[src/rtl/bp_be_late_wb_arbiter.sv]
// ---------------------------------------------------------------------------
// bp_be_late_wb_arbiter
//
// Shares the single late writeback port of the integer and FP register
// files among the long-latency producers. Source 0 is the integer divider,
// source 1 is FP div/sqrt, source 2 is the D$ load-miss fill and source 3 is
// the accelerator. Each producer owns a one-entry holding slot. A
// round-robin arbiter picks one request per cycle and presents it as the
// late writeback packet. That packet also clears the matching scoreboard
// bit in the hazard detector.
//
// Optional feature, selected at compile time:
//   BP_BE_LATE_WB_BYPASS_EN  defined   : an incoming request takes part in
//                                         arbitration in the cycle it
//                                         arrives, so an empty granted slot
//                                         is bypassed (0-cycle latency).
//   BP_BE_LATE_WB_BYPASS_EN  undefined : every request is registered first
//                                         (1-cycle latency). No
//                                         combinational path runs from any
//                                         src_*_i to any wb_*_o.
//
// Ports:
//   clk_i            clock, rising edge
//   reset_i          asynchronous active-high reset
//   src_v_i          per-source writeback request valid
//   src_ready_and_o  per-source accept (transfer = src_v_i & src_ready_and_o)
//   src_fp_i         per-source target file (1 = FP, 0 = integer)
//   src_rd_addr_i    per-source destination register, packed by source
//   src_data_i       per-source result data, packed by source
//   src_fflags_i     per-source accrued FP flags, packed by source
//   wb_v_o           late writeback valid
//   wb_ready_and_i   register file accepts the late write this cycle
//   wb_fp_o          target file of the presented entry
//   wb_rd_addr_o     destination register of the presented entry
//   wb_data_o        data of the presented entry
//   wb_fflags_o      flags of the presented entry (0 for integer targets)
//   wb_src_o         index of the granted source
//   pending_o        per-source slot occupancy
// ---------------------------------------------------------------------------
module bp_be_late_wb_arbiter #(
  parameter int num_src_p        = 4,
  parameter int reg_addr_width_p = 5,
  parameter int data_width_p     = 64
) (
  input  logic                                 clk_i,
  input  logic                                 reset_i,

  input  logic [num_src_p-1:0]                 src_v_i,
  output logic [num_src_p-1:0]                 src_ready_and_o,
  input  logic [num_src_p-1:0]                 src_fp_i,
  input  logic [num_src_p*reg_addr_width_p-1:0] src_rd_addr_i,
  input  logic [num_src_p*data_width_p-1:0]    src_data_i,
  input  logic [num_src_p*5-1:0]               src_fflags_i,

  output logic                                 wb_v_o,
  input  logic                                 wb_ready_and_i,
  output logic                                 wb_fp_o,
  output logic [reg_addr_width_p-1:0]          wb_rd_addr_o,
  output logic [data_width_p-1:0]              wb_data_o,
  output logic [4:0]                           wb_fflags_o,
  output logic [$clog2(num_src_p)-1:0]         wb_src_o,
  output logic [num_src_p-1:0]                 pending_o
);

  localparam int idx_w_lp = $clog2(num_src_p);

  // Per-source holding slots
  logic [num_src_p-1:0]        r_full;
  logic [num_src_p-1:0]        r_fp;
  logic [reg_addr_width_p-1:0] r_rd     [num_src_p];
  logic [data_width_p-1:0]     r_data   [num_src_p];
  logic [4:0]                  r_fflags [num_src_p];

  // Round-robin pointer: index of the last source that retired
  logic [idx_w_lp-1:0]         r_last;

  // A presented entry that was not accepted is pinned until it is, so a
  // newly arriving higher-priority request cannot replace it mid-stall.
  logic                        r_hold;
  logic [idx_w_lp-1:0]         r_hold_idx;

  logic [num_src_p-1:0]        w_req;
  logic [num_src_p-1:0]        w_grant;
  logic [idx_w_lp-1:0]         w_gnt_idx;
  logic [idx_w_lp-1:0]         w_scan;
  logic                        w_found;
  logic                        w_fire;
  logic [num_src_p-1:0]        w_accept;
  logic [num_src_p-1:0]        w_drain;
  logic [num_src_p-1:0]        w_direct;
  logic [num_src_p-1:0]        w_load;

  logic                        w_sel_fp;
  logic [reg_addr_width_p-1:0] w_sel_rd;
  logic [data_width_p-1:0]     w_sel_data;
  logic [4:0]                  w_sel_fflags;

  // -------------------------------------------------------------------------
  // Request vector
  // -------------------------------------------------------------------------
`ifdef BP_BE_LATE_WB_BYPASS_EN
  // Incoming requests are masked during reset so wb_v_o stays low even if a
  // producer is still driving valid.
  assign w_req = r_full | (src_v_i & {num_src_p{~reset_i}});
`else
  assign w_req = r_full;
`endif

  // -------------------------------------------------------------------------
  // Round-robin grant: first request above r_last, wrapping around.
  // -------------------------------------------------------------------------
  always_comb begin
    w_grant   = '0;
    w_gnt_idx = '0;
    w_scan    = '0;
    w_found   = 1'b0;
    if (r_hold) begin
      w_grant[r_hold_idx] = 1'b1;
      w_gnt_idx           = r_hold_idx;
    end else begin
      for (int k = 1; k <= num_src_p; k++) begin
        w_scan = idx_w_lp'((int'(r_last) + k) % num_src_p);
        if (!w_found && w_req[w_scan]) begin
          w_found          = 1'b1;
          w_grant[w_scan]  = 1'b1;
          w_gnt_idx        = w_scan;
        end
      end
    end
  end

  assign wb_v_o   = |w_req;
  assign w_fire   = wb_v_o & wb_ready_and_i;
  assign wb_src_o = w_gnt_idx;

  // -------------------------------------------------------------------------
  // Output mux over the one-hot grant; all zeros when nothing is granted.
  // -------------------------------------------------------------------------
  always_comb begin
    w_sel_fp     = 1'b0;
    w_sel_rd     = '0;
    w_sel_data   = '0;
    w_sel_fflags = '0;
    for (int i = 0; i < num_src_p; i++) begin
      if (w_grant[i]) begin
`ifdef BP_BE_LATE_WB_BYPASS_EN
        if (!r_full[i]) begin
          w_sel_fp     = src_fp_i[i];
          w_sel_rd     = src_rd_addr_i[i*reg_addr_width_p +: reg_addr_width_p];
          w_sel_data   = src_data_i[i*data_width_p +: data_width_p];
          w_sel_fflags = src_fflags_i[i*5 +: 5];
        end else begin
          w_sel_fp     = r_fp[i];
          w_sel_rd     = r_rd[i];
          w_sel_data   = r_data[i];
          w_sel_fflags = r_fflags[i];
        end
`else
        w_sel_fp     = r_fp[i];
        w_sel_rd     = r_rd[i];
        w_sel_data   = r_data[i];
        w_sel_fflags = r_fflags[i];
`endif
      end
    end
  end

  assign wb_fp_o      = w_sel_fp;
  assign wb_rd_addr_o = w_sel_rd;
  assign wb_data_o    = w_sel_data;
  // Integer writebacks never carry FP exception flags.
  assign wb_fflags_o  = w_sel_fp ? w_sel_fflags : 5'b0;

  // -------------------------------------------------------------------------
  // Handshakes and slot control
  // -------------------------------------------------------------------------
  // A full slot can still accept when it is being drained this cycle, which
  // keeps a continuously granted source at one writeback per cycle.
  assign src_ready_and_o = ~r_full | (w_grant & {num_src_p{wb_ready_and_i}});
  assign w_accept        = src_v_i & src_ready_and_o;
  assign w_drain         = w_grant & {num_src_p{w_fire}};

`ifdef BP_BE_LATE_WB_BYPASS_EN
  // An input that goes straight out through the bypass is never stored.
  assign w_direct = w_accept & w_grant & ~r_full & {num_src_p{wb_ready_and_i}};
`else
  assign w_direct = '0;
`endif

  assign w_load    = w_accept & ~w_direct;
  assign pending_o = r_full;

  // -------------------------------------------------------------------------
  // State
  // -------------------------------------------------------------------------
  always_ff @(posedge clk_i or posedge reset_i) begin
    if (reset_i) begin
      r_full     <= '0;
      r_fp       <= '0;
      r_last     <= idx_w_lp'(num_src_p - 1);
      r_hold     <= 1'b0;
      r_hold_idx <= '0;
      for (int i = 0; i < num_src_p; i++) begin
        r_rd[i]     <= '0;
        r_data[i]   <= '0;
        r_fflags[i] <= '0;
      end
    end else begin
      for (int i = 0; i < num_src_p; i++) begin
        if (w_load[i]) begin
          r_full[i]   <= 1'b1;
          r_fp[i]     <= src_fp_i[i];
          r_rd[i]     <= src_rd_addr_i[i*reg_addr_width_p +: reg_addr_width_p];
          r_data[i]   <= src_data_i[i*data_width_p +: data_width_p];
          r_fflags[i] <= src_fflags_i[i*5 +: 5];
        end else if (w_drain[i]) begin
          r_full[i]   <= 1'b0;
        end
      end
      if (w_fire) begin
        r_last <= w_gnt_idx;
      end
      r_hold     <= wb_v_o & ~wb_ready_and_i;
      r_hold_idx <= w_gnt_idx;
    end
  end

endmodule

[config.mk]
export PLATFORM = sky130hd
export DESIGN_NAME = bp_be_late_wb_arbiter
export DESIGN_NICKNAME = d
export VERILOG_FILES = /design/src/rtl/bp_be_late_wb_arbiter.sv
export SDC_FILE = /design/constraint.sdc
export NUM_CORES = 1
export LEC_CHECK = 0
export ABC_AREA = 0
export BUFFER_PORTS_ARGS = -buffer_cell sky130_fd_sc_hd__buf_2
export CAP_MARGIN = 20
export CORE_MARGIN = 1.5
export CORE_UTILIZATION = 57
export DETAILED_ROUTE_END_ITERATION = 8
export PLACE_DENSITY = 0.92
export SYNTH_ARGS = -nofsm -noshare
export SYNTH_HDL_FRONTEND = slang
export SYNTH_SLANG_ARGS = --single-unit
[constraint.sdc]
create_clock -name clk_i -period 21.9 [get_ports clk_i]
set_input_delay 1.095 -clock clk_i [delete_from_list [all_inputs] [get_ports clk_i]]
set_output_delay 1.095 -clock clk_i [all_outputs]
set_load 0.02 [all_outputs]
; ---- Word level (Yosys, flattened, before mapping)
; Cells that the tools add are included.
; Widths: inputs -> output; s select.
[op_classes]
add_sub_neg = 4
magnitude_cmp = 10
mux = 62
bitwise_logic = 11
reduce_logical = 16
[op_table]
columns = operator, n
row1 = $mux 64, 4
row2 = $mux 5, 9
row3 = $mux 4, 8
row4 = $mux 1, 27
row5 = $or 4x4->4, 4
row6 = $lt 2x3->1 const B, 5
row7 = $and 4x4->4, 3
row8 = $demux 1 s2, 5
row9 = $ge 2x1->1 const B, 5
row10 = $mux 2, 5
row11 = $bmux 1 s2, 4
row12 = $logic_and 1x1->1, 8
row13 = $reduce_bool 2->1, 4
row14 = $add 2x1->2 const B, 2
row15 = $add 2x2->2 const B, 2
row16 = $not 4->4, 1
row17 = $reduce_or 4->1, 1
row18 = $logic_not 1->1, 3
row19 = $and 1x1->1, 2
row20 = $not 1->1, 1
[totals]
ff_bits = 309
inputBits = 307
out_inout_bits = 86
elab_cells = 126

; ---- Longest topological paths before layout
; Gate-level depths: netlist of the first run.
[depth]
ltp_word = 22
depth_mapped = 14
mapped_depth_nobuf = 9

; ---- Worst setup path after synthesis of the first run
; Ideal clock, no wire load.
[synth_path]
path_kind = register to output
start = register r_last[1]
end = output wb_fflags_o[0]
arrival_time_ns = 3.768
t_required_ns = 20.805
slack_ns = 17.037
stages_incl_launch_ff = 12
path_buffers = 2
path_cell_list = dfstp_2 -> buf_2 -> inv_1 -> ha_1 -> buf_2 -> mux4_2 -> a21o_1 -> a221oi_1 -> a21bo_2 -> a311oi_1 -> o21ai_0 -> a21boi_0
[synth_via]
elab_chain_len = 22
word_cells_on_any_way = 64
classes_between = 4 x add/sub / 8 x order compare / 39 x mux / 3 x bitwise / 10 x reduce/logical
[synth_rtl]
columns = item, line
row1 = start: declaration, 75  ; logic [idx_w_lp-1:0] r_last;
row2 = start signal: assignment, 200  ; r_last <= idx_w_lp'(num_src_p - 1);
row3 = start signal: assignment, 221  ; r_last <= w_gnt_idx;
row4 = "parallel branches: the longest is 15 deep, another holds $lt 2x3->1", -
row5 = $mux 4 *, 123  ; if (!w_found && w_req[w_scan]) begin
row6 = $mux 4 *, 117  ; if (r_hold) begin
row7 = $mux 1 (3 in series), 145  ; if (w_grant[i]) begin
row8 = $mux 1 *, 145
row9 = named net wb_fp_o, 57  ; output logic wb_fp_o,
row10 = $mux 5 *, 172  ; assign wb_fflags_o = w_sel_fp ? w_sel_fflags : 5'b0;
row11 = end: declaration, 60  ; output logic [4:0] wb_fflags_o,
; Mark *: on every way through the listed nets, which the timed path passes. The select of a mux whose other input is x is not followed.

; ---- Worst setup path in the final report of the first run
[layout_path]
start = register r_last[0]
end = output wb_data_o[40]
[layout_via]
elab_chain_len = 21
word_cells_on_any_way = 59
classes_between = 4 x add/sub / 8 x order compare / 34 x mux / 3 x bitwise / 10 x reduce/logical
[layout_rtl]
columns = item, line
row1 = "parallel branches: the longest is 15 deep, another holds $lt 2x3->1", -
row2 = $mux 4 *, 123
row3 = $mux 4 *, 117
row4 = $mux 64 (3 in series), 145
row5 = $mux 64 *, 145
row6 = end: declaration, 59  ; output logic [data_width_p-1:0] wb_data_o,
; Every way passes the cells marked *. The select of a mux whose other input is x is not followed.

==> flow_metrics.py, run 1 <==
metrics = {
    "status": {
        "status": "complete, no violations",
    },
    "global_route": {
        "grt.total_usage_pct": 32.92,
        "antenna_found_initial": 13,
        "grt_pass1_vias": 11930,
        "grt_pass1_wl_mm": 66.06,
        "overflow": 0,
        "grt_max_degree": 99,
    },
    "setup_path": {
        "critPathRequiredTime_ns": 20.81,
        "reg2reg_to": "r_data[107]",
        "r2r_slack_ns": 16.48,
        "critPathMaxStageDelay_ns": 0.76,
        "r2r_cells": 11,
        "path_max_fanout": 42,
        "crit_path_start_kind": "flip-flop",
        "endpoint_kind": "output pin",
        "crit_cells": 11,
        "cp.arrival_ns": 5.44,
        "cp_top_family": "compound AO/OA/AOI/OAI gates",
        "r2r-start": "r_last[0]",
        "cpMostUsedCell": "a221oi_1",
        "path_class": "reg -> out",
        "crit_buf_inv": 3,
        "crit_path_end": "wb_data_o[40]",
        "slowest_stage": "dfstp_2",
        "crit_chain": "inv_1, ha_1, mux4_2, and3b_1, a221oi_1, a21bo_2, and2_2, buf_4, a221oi_1, o21ai_0, buf_2",
        "startpoint": "r_last[0]",
    },
    "clock_tree": {
        "root_buffer": "clkbuf_16",
        "cts_setup_buffers": 0,
        "clock_latency_ns": 0.50,
        "clk_pin_slew_ns": 0.06,
        "cts_tree": "done",
        "clock_path_buffers": 3,
        "clkSinkCount": 309,
        "htreeDepth": 2,
        "cts_hold_buf": 0,
        "cts_buffers": 34,
        "cts-resized-gates": 0,
    },
    "place": {
        "dp_cells": 1760,
        "gp_congestion": 0.9699,
        "detailed_place_hpwl_mm": 28.25,
        "dpl-instance-area_mm2": 0.01625,
        "io_buffers": 392,
    },
    "logic_synthesis": {
        "ys.flop_type": "dfrtp_1",
        "ys.warnings.count": 0,
        "synthArstFlopShare_pct": 100.0,
        "syn_nets": 1434,
        "synth_area_mm2": 0.01424,
        "yosysSeqAreaShare_pct": 54.32,
        "synth_area_per_cell_um2": 12.72,
        "synth_cell_types": 46,
        "ys_seq_elements": 309,
        "syn_inst": 1119,
        "synth_edf_count": 0,
    },
    "power_and_ir_drop": {
        "seqPwrFrac_pct": 38.8,
        "comb_power_share_pct": 39.0,
        "p_sw_mw": 1.011,
        "clkPwrFrac_pct": 22.2,
        "swShare_pct": 37.29,
        "intPower_mw": 1.699,
        "vdd_ir_drop_max_uv": 102.9,
        "p_leak_nw": 8.006,
        "power_mw": 2.710,
        "power_density_mw_per_mm2": 155.0,
    },
    "drt": {
        "initialDrtViolationCount": 1183,
        "detail_route.drc_violations": 0,
        "dr.pass1.iters": 7,
        "ant_nets": 0,
        "vias_per_cell": 6.253,
        "num_vias": 11470,
        "routedWlPerCell_um": 23.32,
        "drt-total-wl_mm": 42.76,
    },
    "floorplanning": {
        "io_pins": 393,
        "rows": 57,
        "die_area_mm2": 0.02594,
        "initial_utilization_pct": 58.38,
        "die_width_um": 161.1,
        "fp.coreArea_mm2": 0.02439,
        "die_h_um": 161.1,
    },
    "finish": {
        "stdcell_count": 1834,
        "syn2layout_area_growth_pct": 22.82,
        "final_util_pct": 71.70,
        "fin_nets": 1788,
        "finalInstanceArea_mm2": 0.01749,
        "multi_input_comb_area_mm2": 0.005968,
        "n_fill_cell": 1634,
        "drive_above_1_share_pct": 50.50,
        "regArea_mm2": 0.007735,
    },
    "sta": {
        "rsz0062_at_grt": "no",
        "fmax_ghz": 0.1530,
        "tightest_slew_ns": 0.9786,
        "setup_tns_ns": 0,
        "fin_worst_skew_ns": 0.01907,
        "min_period_over_period_pct": 29.84,
        "slew_violations": 0,
        "final-hold-violation-count": 0,
        "setup_violations": 0,
        "maxSlewHeadroom_pct": 34.76,
        "period_needed_ns": 6.535,
    },
    "min_path": {
        "min_from": "r_data[82]",
        "hold_depth": 1,
        "min_path_type": "reg -> reg",
    },
    "job": {
        "maxCapViolCount": 0,
    },
}
how the worst min path moves through the flow:
stage | to | slack [ns]
after floorplan | r_data[102] | 0.46
after global placement | r_data[93] | 0.47
after detailed placement | r_data[81] | 0.48
after CTS | r_data[82] | 0.49
after global routing | r_data[116] | 0.51
final | r_data[82] | 0.49
metal layers:
layer	share of wire, %	vias to the layer above	GRT usage [%]
met5	0.056	-	0
met4	5.9	4	19.07
met3	9.0	183	7.704
met2	48	723	53.51
met1	37	5708	40.51
li1	-	4850	-
kinds of logic (layout without fill, tap and decap cells):
| group | after synthesis | count (layout) | synth area share, % |
|---|---|---|---|
| flip-flops | 309 | 309 | 54.32 |
| multiplexers | 302 | 302 | 24.43 |
| AO/OA/AOI/OAI | 278 | 278 | 12.75 |
| AND/OR/NAND/NOR | 125 | 125 | 3.735 |
| buffers and inverters | 97 | 475 | 4.060 |
| adder cells (fa/ha/maj) | 8 | 8 | 0.7030 |
| other | 0 | 13 | 0 |
worst reg2reg max path, stage by stage, from the launching register on:
cell and delay [ns]:
dfstp_2 0.76, inv_1 0.26, ha_1 0.55, mux4_2 0.32, and3b_1 0.23, a221oi_1 0.48, a22o_2 0.25, buf_4 0.63
o21ai_2 0.20, nand2_4 0.48, buf_4 0.67, mux2_2 0.47
synth_stat cells (6+ instances only):
master | number | area, um^2
mux2_4 | 18 | 270.3
a221oi_1 | 75 | 656.9
nor2_1 | 9 | 33.78
inv_1 | 8 | 30.03
a21oi_1 | 14 | 70.07
mux2_1 | 27 | 304.0
nand2_1 | 88 | 330.3
buf_2 | 21 | 105.1
buf_6 | 24 | 270.3
clkbuf_1 | 42 | 157.7
a21o_1 | 7 | 52.55
ha_1 | 8 | 100.1
nand3_1 | 7 | 35.03
a21boi_0 | 6 | 45.04
o21ai_1 | 11 | 55.05
o21ai_0 | 142 | 710.7
dfrtp_1 | 307 | 7682
mux2_2 | 255 | 2872
flip-flops by register name, indices dropped and copies added (netlist names):
signal and flops:
r_data 256, r_fp 4, r_hold_idx 2, r_hold 1
r_rd 20, r_last 2, pending_o 4, r_fflags 20
layout make-up:
type                       count  area share (%)
clock buffer                  46           5.588
tap                          324           2.318
inverter                       8          0.2146
multi-input combinational    713           34.13
sequential                   309           44.23
clock inverter                14           1.173
timing repair buffer         407           12.16
antenna                       13          0.1860
power groups by stage:
stage	clock [mW]	sequential [mW]	combinational, mW
after detailed placement	0	1.04	1.04
after floorplan	0	0.970	0.770
final	0.601	1.05	1.06
after CTS	0.608	1.04	1.05
after global routing	0.632	1.08	1.13
after global placement	0	1.03	1.01
placed cells by master (no fill, tap or decap), drive strengths merged, types with 9 or more instances in the layout:
cell type,n
buf,407
dfrtp,307
mux2,300
o21ai,156
nand2,89
a221oi,76
clkbuf,46
a21oi,14
diode,13
inv,10
nor2,9
metrics by stage:
step | hold slack, ns | setup WS [ns]
after floorplan | 0.4588 | 12.26
after detailed placement | 0.4756 | 15.94
after global placement | 0.4696 | 16.08
after CTS | 0.4909 | 15.39
after global routing | 0.5105 | 15.09
final | 0.4863 | 15.37
Note: power is estimated with default switching activity, not from simulation.
==> inputs of run 2 (changes only) <==
--- a/config.mk
+++ b/config.mk
@@ -9,9 +9,9 @@
 export BUFFER_PORTS_ARGS = -buffer_cell sky130_fd_sc_hd__buf_2
 export CAP_MARGIN = 20
 export CORE_MARGIN = 1.5
-export CORE_UTILIZATION = 57
+export CORE_UTILIZATION = 48
 export DETAILED_ROUTE_END_ITERATION = 8
-export PLACE_DENSITY = 0.92
+export PLACE_DENSITY = 0.83
 export SYNTH_ARGS = -nofsm -noshare
 export SYNTH_HDL_FRONTEND = slang
 export SYNTH_SLANG_ARGS = --single-unit
==> constraint.sdc (replaced) <==
create_clock -name clk_i -period 5.4 [get_ports clk_i]
set_input_delay 0.27 -clock clk_i [delete_from_list [all_inputs] [get_ports clk_i]]
set_output_delay 0.27 -clock clk_i [all_outputs]
set_load 0.02 [all_outputs]
==> run 2 against run 1 <==
Via count is 13% higher. Critical path type unchanged. Final cell count is 17% higher. Largest power group unchanged. Design area is 15% higher. Routed wire length is 21% higher. Highest routed layer is now met4.
==> flow_metrics.py, run 2 (same netlist as run 1, synthesis figures left out) <==
metrics = {
    "global_route": {
        "antenna_found_initial": 13,
        "grt_pass1_wl_mm": 78.47,
        "overflow": 0,
        "grt_max_degree": 169,
        "grt.total_usage_pct": 33.25,
        "grt_pass1_vias": 14420,
    },
    "drt": {
        "vias_per_cell": 6.032,
        "ant_nets": 0,
        "dr.pass1.iters": 6,
        "detail_route.drc_violations": 0,
        "drt-total-wl_mm": 51.73,
        "num_vias": 12950,
        "initialDrtViolationCount": 1074,
        "routedWlPerCell_um": 24.10,
    },
    "min_path": {
        "hold_depth": 2,
        "min_path_type": "in -> reg",
        "min_from": "src_fp_i[0]",
    },
    "place": {
        "place_ws_ns": 0.6781,
        "dpl-instance-area_mm2": 0.01642,
        "io_buffers": 392,
        "detailed_place_hpwl_mm": 28.03,
        "gp_congestion": 0.8982,
    },
    "sta": {
        "period_needed_ns": 5.164,
        "layout_setup_ws_ns": 0.2358,
        "rsz0062_at_grt": "no",
        "final-hold-violation-count": 0,
        "setup_tns_ns": 0,
        "setup_violations": 0,
        "fmax_ghz": 0.1936,
        "min_period_over_period_pct": 95.63,
        "tightest_slew_ns": 0.9438,
        "slew_violations": 0,
        "maxSlewHeadroom_pct": 37.08,
        "fin_worst_skew_ns": 0.02024,
    },
    "floorplanning": {
        "rows": 62,
        "die_h_um": 175.2,
        "io_pins": 393,
        "fp.coreArea_mm2": 0.02894,
        "die_width_um": 175.2,
        "initial_utilization_pct": 49.21,
        "die_area_mm2": 0.03071,
    },
    "setup_path": {
        "r2r-start": "r_last[0]",
        "critPathMaxStageDelay_ns": 0.75,
        "path_max_fanout": 45,
        "path_class": "reg -> out",
        "crit_buf_inv": 3,
        "cp.arrival_ns": 4.89,
        "r2r_cells": 10,
        "slowest_stage": "dfstp_2",
        "crit_path_start_kind": "flip-flop",
        "endpoint_kind": "output pin",
        "critPathRequiredTime_ns": 5.13,
        "crit_chain": "inv_1, ha_1, mux4_2, and3b_1, a221oi_1, a22o_2, buf_4, o21ai_0, a21o_1, a21boi_0, buf_2",
        "crit_cells": 11,
        "startpoint": "r_last[0]",
        "cp_top_family": "compound AO/OA/AOI/OAI gates",
    },
    "finish": {
        "top_register": "r_data",
        "layout_commonest_cell": "buf_2",
        "finalInstanceArea_mm2": 0.02010,
        "reg_top3": "r_data x256, r_fflags x20, r_rd x20",
        "final_cell_mix": "buf_2 (392), dfrtp_1 (307), mux2_2 (255), dlygate4sd3_1 (248), o21ai_0 (142)",
        "largest_reg_flops": 256,
        "syn2layout_area_growth_pct": 41.18,
        "fin_nets": 2040,
        "drive_above_1_share_pct": 43.26,
    },
    "power_and_ir_drop": {
        "seqPwrFrac_pct": 37.8,
        "p_sw_mw": 4.387,
        "p_leak_nw": 9.054,
        "power_density_mw_per_mm2": 565.6,
        "clkPwrFrac_pct": 21.2,
        "intPower_mw": 6.983,
        "vdd_ir_drop_max_uv": 405.0,
        "comb_power_share_pct": 41.0,
        "swShare_pct": 38.58,
    },
    "clock_tree": {
        "htreeDepth": 2,
        "clock_latency_ns": 0.51,
        "cts_buffers": 34,
        "clkSinkCount": 309,
        "clock_path_buffers": 3,
        "root_buffer": "clkbuf_16",
        "cts_tree": "done",
        "clk_pin_slew_ns": 0.06,
    },
    "status": {
        "status": "complete, no violations",
    },
    "job": {
        "maxCapViolCount": 0,
    },
}
-- run 2: metrics by stage --
step	std cells	hold slack [ns]	utilization, %	power [mW]
final	2147	0.009432	69.47	11.37
after global placement	1825	0.1911	56.75	8.259
after floorplan	1119	0.3331	-	7.057
after global routing	2147	-0.0004339	69.47	11.84
after detailed placement	1825	0.1898	56.75	8.456
after CTS	2133	0.0001850	69.30	11.03
-- run 2: area by class of cell --
type | count | area (um^2)
timing repair buffer | 659 | 4687
inverter | 8 | 33.78
clock inverter | 9 | 148.9
multi-input combinational | 713 | 5974
antenna | 13 | 32.53
tap | 384 | 480.5
sequential | 309 | 7735
fill | 1805 | 8833
clock buffer | 52 | 1010
-- run 2: metal layers --
layer	up-vias	GRT usage [%]	share of wire, %
li1	5336	-	-
met1	6455	35.09	35
met2	910	58.52	50
met3	250	7.354	8.2
met4	0	24.04	6.8
met5	-	0	0
-- run 2: timing repair --
item | CTS | global route
gates resized for setup | 0 | 1
hold buffers | 247 | 1
setup endpoints to repair | 0 | 53
setup buffers | 0 | 0
hold endpoints to repair | 249 | 1
-- run 2: power by group through the flow --
| stage | Clock [mW] | Combinational (mW) | Sequential, mW |
|---|---|---|---|
| 2_1_floorplan | 0 | 3.12 | 3.94 |
| 3_3_place_gp | 0 | 4.15 | 4.11 |
| 3_5_place_dp | 0 | 4.26 | 4.19 |
| 4_1_cts | 2.43 | 4.44 | 4.16 |
| 5_1_grt | 2.53 | 4.94 | 4.38 |
| 6_report | 2.41 | 4.66 | 4.30 |
-- run 2: final timing paths --
| kind | end | slack [ns] |
|---|---|---|
| hold / removal | r_fp[0] | 0.009 |
| hold reg to reg | r_data[93] | 0.48 |
| setup reg to reg | r_fflags[18] | 0.98 |
| max in group asynchronous | r_data[11] | 4.04 |
| min in group asynchronous | r_data[45] | 0.23 |
| setup / recovery | wb_fflags_o[0] | 0.24 |
